**config.mk**
```make
export PLATFORM = sky130hd
export DESIGN_NAME = dmem_axi_bridge
export DESIGN_NICKNAME = d
export VERILOG_FILES = /design/src/rtl/dmem_axi_bridge.sv
export SDC_FILE = /design/constraint.sdc
export NUM_CORES = 1
export LEC_CHECK = 0
export CAP_MARGIN = 5
export CORE_AREA = 3 3 98 100
export DETAILED_ROUTE_END_ITERATION = 12
export DIE_AREA = 0 0 101 103
export DONT_BUFFER_PORTS = 1
export PLACE_DENSITY_LB_ADDON = 0.12
export RECOVER_POWER = 25
export SYNTH_ARGS = -nofsm -noshare
export SYNTH_HDL_FRONTEND = slang
export SYNTH_SLANG_ARGS = --single-unit
```
**constraint.sdc**
```tcl
create_clock -name clk -period 4.03 [get_ports clk]
set_input_delay 0.403 -clock clk [delete_from_list [all_inputs] [get_ports clk]]
set_output_delay 0.403 -clock clk [all_outputs]
set_load 0.05 [all_outputs]
```
**src/rtl/dmem_axi_bridge.sv**
```systemverilog
// Converts the core's sram-like data port into AXI4 read/write channels.
// Only one transaction is outstanding at a time.
//
// state  | meaning
// IDLE   | ready to accept a core request (addr_ok high)
// RD_AR  | read address presented, waiting for arready
// RD_R   | waiting for read data beat
// WR_AWW | write address and data presented, each drops on its own handshake
// WR_B   | waiting for write response
module dmem_axi_bridge #(
    parameter int ADDR_WIDTH = 32,
    parameter int DATA_WIDTH = 32
) (
    input  logic                    clk,
    input  logic                    resetn,
    input  logic                    req,
    input  logic                    wr,
    input  logic [1:0]              size,
    input  logic [ADDR_WIDTH-1:0]   addr,
    input  logic [DATA_WIDTH/8-1:0] wstrb,
    input  logic [DATA_WIDTH-1:0]   wdata,
    output logic                    addr_ok,
    output logic                    data_ok,
    output logic [DATA_WIDTH-1:0]   rdata,
    output logic [ADDR_WIDTH-1:0]   araddr,
    output logic [2:0]              arsize,
    output logic                    arvalid,
    input  logic                    arready,
    input  logic [DATA_WIDTH-1:0]   rdata_axi,
    input  logic                    rvalid,
    output logic                    rready,
    output logic [ADDR_WIDTH-1:0]   awaddr,
    output logic [2:0]              awsize,
    output logic                    awvalid,
    input  logic                    awready,
    output logic [DATA_WIDTH-1:0]   wdata_axi,
    output logic [DATA_WIDTH/8-1:0] wstrb_axi,
    output logic                    wvalid,
    input  logic                    wready,
    input  logic                    bvalid,
    output logic                    bready
);

    typedef enum logic [2:0] {
        IDLE   = 3'd0,
        RD_AR  = 3'd1,
        RD_R   = 3'd2,
        WR_AWW = 3'd3,
        WR_B   = 3'd4
    } state_t;

    state_t                    state, state_nxt;
    logic [ADDR_WIDTH-1:0]     addr_q;
    logic [1:0]                size_q;
    logic [DATA_WIDTH/8-1:0]   wstrb_q;
    logic [DATA_WIDTH-1:0]     wdata_q;
    logic [DATA_WIDTH-1:0]     rdata_q;
    logic                      aw_done, w_done;
    logic                      data_ok_q;
    logic                      accept;
    logic                      rd_fin, wr_fin;

    // addr_ok is gated by reset so nothing reads as accepted while held in reset
    assign addr_ok = resetn && (state == IDLE);
    assign accept  = req && addr_ok;
    assign rd_fin  = (state == RD_R) && rvalid;
    assign wr_fin  = (state == WR_B) && bvalid;

    always_comb begin
        state_nxt = state;
        case (state)
            IDLE:   if (accept) state_nxt = wr ? WR_AWW : RD_AR;
            RD_AR:  if (arready) state_nxt = RD_R;
            RD_R:   if (rvalid) state_nxt = IDLE;
            WR_AWW: if ((aw_done || awready) && (w_done || wready)) state_nxt = WR_B;
            WR_B:   if (bvalid) state_nxt = IDLE;
            default: state_nxt = IDLE;
        endcase
    end

    always_ff @(posedge clk or negedge resetn) begin
        if (!resetn) begin
            state     <= IDLE;
            addr_q    <= '0;
            size_q    <= '0;
            wstrb_q   <= '0;
            wdata_q   <= '0;
            rdata_q   <= '0;
            aw_done   <= 1'b0;
            w_done    <= 1'b0;
            data_ok_q <= 1'b0;
        end else begin
            state     <= state_nxt;
            data_ok_q <= rd_fin || wr_fin;
            if (accept) begin
                addr_q  <= addr;
                size_q  <= size;
                wstrb_q <= wstrb;
                wdata_q <= wdata;
                aw_done <= 1'b0;
                w_done  <= 1'b0;
            end
            if (state == WR_AWW) begin
                if (awready) aw_done <= 1'b1;
                if (wready)  w_done  <= 1'b1;
            end
            if (rd_fin) rdata_q <= rdata_axi;
        end
    end

    assign data_ok   = data_ok_q;
    assign rdata     = rdata_q;
    assign araddr    = addr_q;
    assign arsize    = {1'b0, size_q};
    assign arvalid   = (state == RD_AR);
    assign rready    = (state == RD_R);
    assign awaddr    = addr_q;
    assign awsize    = {1'b0, size_q};
    assign awvalid   = (state == WR_AWW) && !aw_done;
    assign wdata_axi = wdata_q;
    assign wstrb_axi = wstrb_q;
    assign wvalid    = (state == WR_AWW) && !w_done;
    assign bready    = (state == WR_B);

endmodule

```
==> results of run 1 <==
## path summary, 6_finish.rpt
check | startpoint | slack, ns | depth (start not counted) | end
min in group asynchronous | resetn | 0.72 | 2 | wdata_axi[31]
hold reg to reg | aw_done | 0.54 | 1 | aw_done
setup reg to reg | state[1] | 1.38 | 4 | rdata[0]
max in group asynchronous | resetn | 2.93 | 2 | wdata_axi[6]
setup / recovery | state[1] | 1.38 | 4 | rdata[0]
hold / removal | wdata[10] | 0.14 | 2 | wdata_axi[10]
## worst max-delay path: cells and delay by family, from the launching register on
| family | cells | cell delay (ns) |
|---|---|---|
| simple gates | 3 | 1.52 |
| flops | 1 | 0.63 |
| mux | 1 | 0.39 |
## timing repair
action | in CTS | in global routing
hold buffers | 2 | 0
endpoints found under the hold margin | 108 | 0
buffers inserted | 0 | 0
## registers in the layout, indices dropped and copies added (netlist names)
signal / count
state: 3
wdata_axi: 32
araddr: 32
data_ok: 1
size_q: 2
w_done: 1
wstrb_axi: 4
aw_done: 1
rdata: 32
## Yosys cell counts
library cell | instances | area [um^2]
nand2_1 | 212 | 796
and2_1 | 2 | 12.5
nor2_2 | 1 | 6.26
buf_6 | 5 | 56.3
buf_2 | 3 | 15.0
and3b_1 | 1 | 8.76
nor3_1 | 1 | 5.00
o22ai_1 | 1 | 6.26
or4b_1 | 1 | 10.0
o21ai_0 | 1 | 5.00
dfrtp_1 | 108 | 2700
nand2b_1 | 1 | 6.26
conb_1 | 1 | 3.75
buf_4 | 43 | 323
clkbuf_1 | 7 | 26.3
a22o_1 | 2 | 17.5
mux2_4 | 30 | 450
a21oi_1 | 1 | 5.00
nor3b_1 | 2 | 15.0
nand3b_1 | 1 | 7.51
nor2_1 | 4 | 15.0
nor3_4 | 1 | 16.3
and3_1 | 1 | 6.26
nand2b_4 | 1 | 13.8
a22oi_2 | 1 | 12.5
nand3_2 | 2 | 20.0
mux2_1 | 3 | 33.8
a21o_1 | 2 | 15.0
o31a_1 | 1 | 8.76
## through the flow
stage / cell area (um^2) / hold WS, ns / utilization / setup slack [ns] / cells
after floorplan: 4620 / 0.107 / - / 1.47 / 441
after global placement: 4370 / 0.110 / 0.498 / 1.43 / 493
after detailed placement: 4370 / 0.110 / 0.498 / 1.36 / 493
after CTS: 4580 / 0.116 / 0.523 / 1.37 / 511
after global routing: 4580 / 0.0979 / 0.523 / 1.26 / 511
final: 4590 / 0.136 / 0.523 / 1.38 / 512
## routing by layer
layer | up-vias | wire length (um)
li1 | 1245 | -
met1 | 1305 | 3890
met2 | 170 | 5080
met3 | 16 | 1170
met4 | 0 | 189
met5 | - | 0
## layout make-up
cell class | instances | area [um^2] | area share
Sequential cell | 108 | 2700 | 0.589
Clock inverter | 7 | 56.3 | 0.0123
Timing Repair Buffer | 4 | 52.6 | 0.0115
Multi-Input combinational cell | 275 | 1510 | 0.330
Antenna cell | 1 | 2.50 | 0.000546
Clock buffer | 9 | 124 | 0.0270
Tap cell | 108 | 135 | 0.0295
## cell families (layout without fill, tap and decap cells)
family / count (synthesis) / count (layout) / share of synthesized area
compound gates: 9 / 9 / 0.0152
buf+inv: 58 / 20 / 0.0910
simple gates: 231 / 231 / 0.203
mux: 33 / 33 / 0.105
flops: 108 / 108 / 0.585
other cells: 1 / 3 / 0.000812
==> results.toml, run 1 <==
[detailed_routing]
final_antenna_net_count = 0
via_per_inst = 5.34
drtIter0Drc = 99
drc = 0
wl_per_cell_um = 20.2
first_pass_iters = 5
routed_wl_um = 10300
num_vias = 2736

[critical_path]
cp-end-kind = "flop"
cp_max_fo = 33
crit_required_ns = 4.28
critPathKind = "flop to flop"
worstPathArrival_ns = 2.90
start_kind = "flop"
crit_slowest_cell = "and2_2"
crit_path_max_incr_delay_ns = 0.97
cp_cell_sequence = "nand2b_4 -> nor2_2 -> and2_2 -> mux2_1"

[cts]
clock_latency_ns = 0.36
cts_inserted_buffers = 9
clkTransAtPathRegs_ns = 0.11
clock_sinks = 108
h-tree-depth = 3
clock-root-buffer = "clkbuf_8"
cts_buffer_depth = 2
cts_tree = "done"
cts_resized = 0

[floorplan]
die_w_um = 101
core_mm2 = 0.00876
fp.dieH_um = 103
die_area_mm2 = 0.0104
row_count = 34
io_pins = 256
start_util = 0.527

[sta]
drv_slew = 0
period_share = 0.657
fmax_mhz = 378
finalSetupTns_ns = 0
min_period_ns = 2.65
finalHoldViolCount = 0
worst_pin_slew_ns = 1.06
setup_viol = 0
slew_headroom = 0.292
rsz0062_at_grt = "false"
finClkSkew_ns = 0.0171

[global_routing]
grt_pass1_wl_um = 15200
antenna_found_initial = 0
top_usage_layer = "met2"
globalRouteMet3Util = 0.0900
grt.total_usage = 0.194
use_met1 = 0.225
grt_pass1_vias = 2782
overflow = 0
grtUsageMet2 = 0.319
grt_start_max_net_pins = 109

[placement]
gp_congestion = 0.762
dp_hpwl_um = 7200
place.port_buffers = 0

[final_layout]
final_cell_mix = "nand2_1, dfrtp_1, mux2_4"
final_layout_size_suffix_gt1_frac = 0.146
finalNetCount = 509
fill_cells = 775
area_growth_pct = -0.731
mostFrequentLayoutCell = "nand2_1"

[synth]
postSynthAreaPerCell_um2 = 10.5
ys_warn_count = 0
netlist_area_mm2 = 0.00462
netlist_instances = 440
yosysSeqAreaShare = 0.585
ys_ff_latch = 108
synth.distinct_cells = 29

[flow_run]
maxCapViolCount = 0

[outcome]
status = "finished, final reports clean"

[hold_path]
holdCritPathClass = "input pin to flop"
Power of run 1 is left out: the tool's default activity adds up to more than one toggle a clock period on the data nets, which glitch-free logic cannot reach.
==> run 2: changes to the inputs <==
Settings changed: ABC_AREA set to 1.
Clock period 4.03 ns to 2.68 ns, I/O delays scaled along.
==> run 2 against run 1 <==
Against the previous run:
- count of clock-buffer cells in the layout increased by 2
- sequential cell count unchanged
- critical path depth increased by 3
- largest cell class unchanged
- synthesized cell count increased by 20%
- the flow now finishes with violations (hold timing)
- setup slack got worse by 0.48 ns
==> results.toml, run 2 <==
[cts]
h-tree-depth = 3
cts_buffer_depth = 2
clock_sinks = 108
clock-root-buffer = "clkbuf_8"
cts_hold_buffers = 24
cts_inserted_buffers = 9
clock_latency_ns = 0.35
cts_setup_buffers = 0
clkTransAtPathRegs_ns = 0.10
cts_tree = "done"
cts_resized = 0

[synth]
postSynthAreaPerCell_um2 = 8.69
yosysTopAreaCellShare = 0.591
synthTopCellsByArea = "dfrtp_1, nand2_1, buf_4, nand3_1, buf_6"
netlist_area_mm2 = 0.00457
synth.most_common_cell = "nand2_1"
netlist_instances = 526
synth-edff-count = 0
yosysSeqAreaShare = 0.591
synth.distinct_cells = 21
ys_warn_count = 0
synth_flop_cell = "dfrtp_1"
synth_common_cells = "nand2_1, dfrtp_1, nand3_1"
ys_async_sr_fraction = 1.00
synth_area_leader_cell = "dfrtp_1"
ys_ff_latch = 108

[sta]
slew_headroom = 0.305
finalSetupTns_ns = 0
rsz0062_at_grt = "false"
min_period_ns = 1.78
drv_slew = 0
fmax_mhz = 561
whs_ns = -0.406
finClkSkew_ns = 0.0116
finalHoldViolCount = 108
setup_viol = 0
worst_pin_slew_ns = 1.04
period_share = 0.665

[outcome]
status = "finished with violations"
failed_checks = "hold timing"

[critical_path]
cp-end-kind = "flop"
r2r-end = "araddr[28]"
worstPathArrival_ns = 2.06
start_kind = "flop"
cp_max_fo = 61
crit_required_ns = 2.96
reg2reg_depth = 7
cp_cell_sequence = "inv_2 -> nand2_1 -> nor2_4 -> nand2_4 -> buf_4 -> nand2_1 -> nand2_1"
critPathKind = "flop to flop"
cpMostUsedCell = "nand2_1"
crit_family = "buffers and inverters"
crit_path_max_incr_delay_ns = 0.53
r2r_slack_ns = 0.90
cp_num_buf_inv = 2
reg2reg_from = "state[2]"
crit_slowest_cell = "dfrtp_1"

[global_routing]
grt_pass1_wl_um = 15600
grt.total_usage = 0.191
overflow = 0
antenna_found_initial = 0
grt_start_max_net_pins = 110
grt_pass1_vias = 3086

[placement]
dp_hpwl_um = 7060
place.port_buffers = 0
gp_congestion = 0.877

[detailed_routing]
via_per_inst = 5.07
drc = 0
wl_per_cell_um = 16.8
routed_wl_um = 10400
final_antenna_net_count = 0
first_pass_iters = 4
num_vias = 3145
drtIter0Drc = 121

[floorplan]
io_pins = 256
start_util = 0.522
row_count = 34
die_area_mm2 = 0.0104
core_mm2 = 0.00876
die_w_um = 101
fp.dieH_um = 103

[final_layout]
final_layout_size_suffix_gt1_frac = 0.0566
finalNetCount = 618
area_growth_pct = 4.30
final_cell_mix = "nand2_1, dfrtp_1, nand3_1"
fin_util = 0.544
mostFrequentLayoutCell = "nand2_1"
fill_cells = 808
n_antenna_cell = 0

[hold_path]
holdCritPathClass = "input pin to asynchronous set/reset pin"

[flow_run]
maxCapViolCount = 0
## run 2: layout make-up
class / instances / area [um^2] / share of cell area
clock inverter: 5 / 60.1 / 0.0126
sequential: 108 / 2700 / 0.567
tap: 108 / 135 / 0.0283
inverter: 15 / 61.3 / 0.0129
multi-input combinational: 343 / 1380 / 0.290
clock buffer: 11 / 141 / 0.0297
timing repair buffer: 30 / 285 / 0.0598
## run 2: worst max path at each step
stage / start / endpoint / depth (start not counted)
after CTS: state[2] / rdata[18] / 4
after global placement: state[2] / rdata[12] / 4
after detailed placement: state[2] / rdata[18] / 4
final: state[2] / araddr[28] / 7
after global routing: state[2] / rdata[8] / 4
after floorplan: state[2] / state[1] / 5
## run 2: cell families (layout without fill, tap and decap cells)
family | count (synthesis) | in the layout | share of synthesized area
AND/OR/NAND/NOR | 337 | 337 | 0.294
flip-flops | 108 | 108 | 0.591
buffers and inverters | 76 | 61 | 0.108
AO/OA/AOI/OAI | 4 | 4 | 0.00547
other | 1 | 2 | 0.000820
## run 2: routing by layer
| metal | track usage | vias to the layer above | part of all wire |
|---|---|---|---|
| li1 | - | 1526 | - |
| met1 | 0.216 | 1426 | 0.36 |
| met2 | 0.325 | 163 | 0.51 |
| met3 | 0.0663 | 30 | 0.098 |
| met4 | 0.0930 | 0 | 0.031 |
| met5 | 0 | - | 0 |
## run 2: through the flow
stage / instances / worst slack (ns) / area, um^2
floorplan: 527 / 0.698 / 4580
global placement: 580 / 0.959 / 4330
detailed placement: 580 / 0.881 / 4330
CTS: 620 / 0.874 / 4770
global route: 620 / 0.712 / 4770
finish: 620 / 0.898 / 4770
Power of run 2 is left out for the same reason.
